===== src/rtl/pwm_stream_dac.sv =====
// Streamed 8-bit PCM to single-pin PWM, one 256-step period per sample.
// Small FIFO decouples fetch timing; empty FIFO at a period end plays SILENCE.
module pwm_stream_dac #(
   parameter int         PRESCALE    = 26,
   parameter int         FIFO_DEPTH  = 4,
   parameter int         PRIME_LEVEL = 2,
   parameter logic [7:0] SILENCE     = 8'h80
) (
   input  logic       CLK,
   input  logic       RST_N,
   input  logic       enable,
   input  logic [7:0] s_data,
   input  logic       s_valid,
   output logic       s_ready,
   output logic       audio_out,
   output logic       busy,
   output logic       underrun
);

   localparam int AW = $clog2(FIFO_DEPTH);
   localparam int CW = AW + 1;
   localparam int PW = (PRESCALE > 1) ? $clog2(PRESCALE) : 1;

   localparam logic [CW-1:0] FULL    = CW'(FIFO_DEPTH);
   localparam logic [CW-1:0] PRIME_C = CW'(PRIME_LEVEL);
   localparam logic [PW-1:0] PS_LAST = PW'(PRESCALE - 1);

   typedef enum logic [1:0] {
      IDLE,
      PRIME,
      PLAY
   } state_t;

   state_t        state;
   logic [7:0]    mem [FIFO_DEPTH];
   logic [AW-1:0] wr_ptr;
   logic [AW-1:0] rd_ptr;
   logic [CW-1:0] count;
   logic [PW-1:0] prescaler;
   logic [7:0]    counter;
   logic [7:0]    cur_sample;
   logic          push;
   logic          pop;
   logic          tick;
   logic          swap;
   logic          start;

   assign s_ready = (count != FULL);

   always_comb begin
      push  = s_valid && s_ready;
      tick  = (state == PLAY) && (prescaler == PS_LAST);
      swap  = tick && enable && (counter == 8'hFF);
      start = (state == PRIME) && enable && (count >= PRIME_C);
      pop   = start || (swap && (count != '0));
   end

   always_ff @(posedge CLK) begin
      if (push) begin
         mem[wr_ptr] <= s_data;
      end
   end

   always_ff @(posedge CLK) begin
      if (!RST_N) begin
         wr_ptr <= '0;
         rd_ptr <= '0;
         count  <= '0;
      end else begin
         if (push) begin
            wr_ptr <= wr_ptr + AW'(1);
         end
         if (pop) begin
            rd_ptr <= rd_ptr + AW'(1);
         end
         if (push && !pop) begin
            count <= count + CW'(1);
         end else if (pop && !push) begin
            count <= count - CW'(1);
         end
      end
   end

   always_ff @(posedge CLK) begin
      if (!RST_N) begin
         state      <= IDLE;
         prescaler  <= '0;
         counter    <= '0;
         cur_sample <= SILENCE;
         audio_out  <= 1'b0;
         busy       <= 1'b0;
         underrun   <= 1'b0;
      end else begin
         underrun <= 1'b0;
         unique case (state)
            IDLE: begin
               audio_out <= 1'b0;
               prescaler <= '0;
               counter   <= '0;
               if (enable) begin
                  state <= PRIME;
                  busy  <= 1'b1;
               end
            end
            PRIME: begin
               audio_out <= 1'b0;
               if (!enable) begin
                  state <= IDLE;
                  busy  <= 1'b0;
               end else if (start) begin
                  state      <= PLAY;
                  cur_sample <= mem[rd_ptr];
                  counter    <= '0;
                  prescaler  <= '0;
               end
            end
            PLAY: begin
               if (!enable) begin
                  state      <= IDLE;
                  busy       <= 1'b0;
                  audio_out  <= 1'b0;
                  prescaler  <= '0;
                  counter    <= '0;
                  cur_sample <= SILENCE;
               end else begin
                  prescaler <= tick ? '0 : prescaler + PW'(1);
                  if (tick) begin
                     // compare uses the outgoing sample even on the swap tick
                     audio_out <= (cur_sample > counter);
                     counter   <= counter + 8'd1;
                     if (counter == 8'hFF) begin
                        if (count != '0) begin
                           cur_sample <= mem[rd_ptr];
                        end else begin
                           cur_sample <= SILENCE;
                           underrun   <= 1'b1;
                        end
                     end
                  end
               end
            end
            default: begin
               state <= IDLE;
               busy  <= 1'b0;
            end
         endcase
      end
   end

endmodule


===== config.mk =====
export PLATFORM = sky130hd
export DESIGN_NAME = pwm_stream_dac
export DESIGN_NICKNAME = d
export VERILOG_FILES = /design/src/rtl/pwm_stream_dac.sv
export SDC_FILE = /design/constraint.sdc
export NUM_CORES = 1
export LEC_CHECK = 0
export ABC_AREA = 1
export CORE_MARGIN = 2
export CORE_UTILIZATION = 35
export CTS_CLUSTER_DIAMETER = 50
export DETAILED_ROUTE_END_ITERATION = 10
export PLACE_DENSITY = 0.55
export SLEW_MARGIN = 5
export SYNTH_ARGS = -nofsm -noshare
export SYNTH_HDL_FRONTEND = slang
export SYNTH_SLANG_ARGS = --single-unit

===== constraint.sdc =====
create_clock -name CLK -period 2.5 [get_ports CLK]
set_input_delay 0.5 -clock CLK [delete_from_list [all_inputs] [get_ports CLK]]
set_output_delay 0.5 -clock CLK [all_outputs]
set_load 0.03 [all_outputs]

==> flow_metrics.py <==
metrics = {
    "global_routing": {
        "antenna_found_initial": 0,
        "grt-ovfl-total": 0,
        "track_usage_pct": 14.13,
        "grt_pass1_vias": 2323,
        "grt_start_max_net_pins": 19,
        "grt_pass1_wl_um": 11010,
    },
    "cells_and_area": {
        "fin_util_pct": 42.60,
        "final_cell_area_mm2": 0.003918,
        "antennaDiodeCount": 0,
        "area_growth_pct": 18.96,
        "final_nets": 452,
        "drive_above_1_share_pct": 11.32,
    },
    "clock_tree": {
        "cts_sinks": 67,
        "clk_path_buf_depth": 2,
        "htree_levels": 3,
        "clkLatencyLatePin_ns": 0.36,
        "cts_root_buf": "clkbuf_8",
        "cts_made_buffers": 9,
        "cts_tree": "built",
        "cts_hold_buf": 0,
        "path_clk_slew_ns": 0.08,
    },
    "synth": {
        "synthDistinctLibCells": 31,
        "synth_top_area_cell": "edfxtp_1",
        "ys_top_cells_by_area": "edfxtp_1 (29%), dfxtp_1 (21%), nor2_1 (8.1%), nand2_1 (7.9%), ha_1 (7.6%)",
        "ys_async_sr_fraction_pct": 0,
        "synth_warnings": 0,
        "yosysMostFrequentCell": "nor2_1",
        "synth_edf_count": 32,
        "syn_inst": 384,
        "postSynthAreaPerCell_um2": 8.576,
        "ys_seq_area_share_pct": 50.46,
        "ys_ff_latch": 67,
        "syn_nets": 417,
        "synth_area_mm2": 0.003293,
        "synth_top_area_share_pct": 29.18,
        "synth_flop_cell": "dfxtp_1",
        "synth_common_cells": "nor2_1 (71), nand2_1 (69), inv_1 (38), dfxtp_1 (35), edfxtp_1 (32)",
    },
    "setup_path": {
        "crit_path_start_kind": "flip-flop",
        "arrival_ns": 2.54,
        "r2r_slack_ns": 0.21,
        "required_ns": 2.75,
        "r2r_start": "counter[0]",
        "crit_path_end_kind": "flip-flop",
        "path_class": "flip-flop to flip-flop",
        "worstSetupStartpoint": "counter[0]",
        "worst_r2r_endpoint": "count[1]",
        "reg2regPathDepth": 11,
        "worstPathMaxFanout": 5,
        "critPathCapture": "count[1]",
    },
    "timing": {
        "clock_skew_ns": 0.01139,
        "relSlewSlack_pct": 74.11,
        "tightestPinTransition_ns": 0.3880,
        "rsz0062_at_grt": "no",
        "hold_viol_final": 0,
        "setup_viol": 0,
        "fmax_mhz": 436.4,
        "fin_crit_sh_pct": 91.66,
        "maxSlewViolCount": 0,
        "worst_slack_ns": 0.2085,
        "fin_crit_ns": 2.292,
    },
    "floorplan": {
        "die_w_um": 101,
        "io_pins": 16,
        "dieHeight_um": 101,
        "die_area_mm2": 0.01020,
        "core_mm2": 0.009196,
        "rows": 35,
        "start_util_pct": 35.81,
    },
    "route": {
        "drt_pre_antenna_iters": 4,
        "routed_wl_um": 6486,
        "wl_per_cell_um": 12.12,
        "antenna_left": 0,
        "route.detailed.drc": 0,
        "vias": 2466,
        "viasPerCell": 4.609,
        "drt_iter0_drc": 105,
    },
    "place": {
        "io_buffers": 15,
        "place_area_mm2": 0.003667,
        "hpwl_um": 4656,
        "preCtsSetupSlack_ns": -0.06773,
        "gp_congestion": 0.8453,
    },
    "job": {
        "drv_cap": 0,
    },
    "power_and_ir_drop": {
        "combPwrFrac_pct": 22.9,
        "power_density_mw_per_mm2": 815.5,
        "swShare_pct": 30.43,
        "p_seq_share_pct": 41.9,
        "total_leakage_power_nw": 1.548,
        "power_mw": 3.195,
        "clkPwrFrac_pct": 35.2,
        "power.switching_uw": 972.1,
        "irDropWorstVdd_uv": 412.8,
        "p_int_mw": 2.223,
    },
    "hold_path": {
        "hp-class": "flip-flop to flip-flop",
        "hp-start": "audio_out",
    },
    "status": {
        "status": "finished, final reports clean",
    },
}
[logic make-up (layout without fill, tap and decap cells)]
group / Yosys count / after routing / share of synthesized area (%)
XOR/XNOR: 5 / 5 / 1.330
AO/OA/AOI/OAI: 55 / 55 / 9.119
AND/OR/NAND/NOR: 187 / 187 / 25.08
buffers and inverters: 49 / 89 / 5.813
flip-flops: 67 / 67 / 50.46
adder cells (fa/ha/maj): 21 / 21 / 8.207
[power groups by stage]
stage | registers [mW] | logic [mW] | clock network, mW
floorplan | 1.35 | 0.540 | 0
global placement | 1.36 | 0.730 | 0
detailed placement | 1.37 | 0.739 | 0
CTS | 1.34 | 0.743 | 1.15
global route | 1.36 | 0.848 | 1.19
finish | 1.34 | 0.732 | 1.12
[sequential cells by signal, summed over array words and instances, names as in the netlist, named ones only]
| register | cells |
|---|---|
| rd_ptr | 2 |
| underrun | 1 |
| prescaler | 5 |
| state | 2 |
| busy | 1 |
| audio_out | 1 |
| cur_sample | 8 |
| mem | 32 |
| wr_ptr | 2 |
| counter | 8 |
| count | 3 |
[worst min-delay path by stage]
stage / endpoint / slack, ns / cells past startpoint
floorplan: cur_sample[7] / 0.45 / 2
global placement: cur_sample[0] / 0.47 / 2
detailed placement: audio_out / 0.47 / 2
CTS: audio_out / 0.49 / 2
global route: cur_sample[0] / 0.51 / 2
finish: audio_out / 0.49 / 2
[layout by cell type (no fill, tap or decap), drive strengths merged, types with 3 or more instances in the layout]
master / instances
edfxtp: 32
buf: 15
o21ai: 31
bufinv: 3
clkinv: 5
nand3: 26
a21oi: 20
nor2: 79
nor3: 5
clkdlybuf4s50: 15
inv: 41
clkbuf: 9
ha: 20
xor2: 5
dfxtp: 35
nand2: 73
[cell type report]
| cell class | instances | area, µm² |
|---|---|---|
| multi-input combinational | 268 | 1443 |
| inverter | 43 | 163.9 |
| tap | 111 | 138.9 |
| clock buffer | 9 | 123.9 |
| sequential | 67 | 1662 |
| clock inverter | 7 | 123.9 |
| fill | 923 | 5279 |
| timing repair buffer | 30 | 262.8 |
[critical path, stage by stage (launching register included)]
cell     delay [ns]
dfxtp_1        0.40
ha_1           0.23
nand3_1        0.13
nor3_1         0.24
nand2_1        0.11
nand2_1        0.12
nand2_1        0.08
ha_1           0.18
inv_1          0.08
fa_1           0.40
o21ai_0        0.15
a21oi_1        0.05
[per-layer routing]
metal | global-route usage [%] | share of wire (%) | vias up
met3 | 3.259 | 3.0 | 12
li1 | - | - | 1326
met4 | 6.653 | 2.3 | 0
met5 | 0 | 0 | -
met2 | 22.05 | 44 | 27
met1 | 18.58 | 51 | 1101
[what timing repair did]
item                       in CTS  in global routing
setup buffers                   0                  0
setup endpoints to repair       0                  1
resized for setup               0                  1
[through the flow]
step | hold slack [ns] | cells | TNS [ns]
after floorplan | 0.4458 | 384 | 0
after global placement | 0.4673 | 519 | -0.03409
after detailed placement | 0.4745 | 519 | -0.1206
after CTS | 0.4866 | 535 | 0
after global routing | 0.5119 | 535 | 0
final | 0.4868 | 535 | 0
Power figures use the tool's default switching activity.
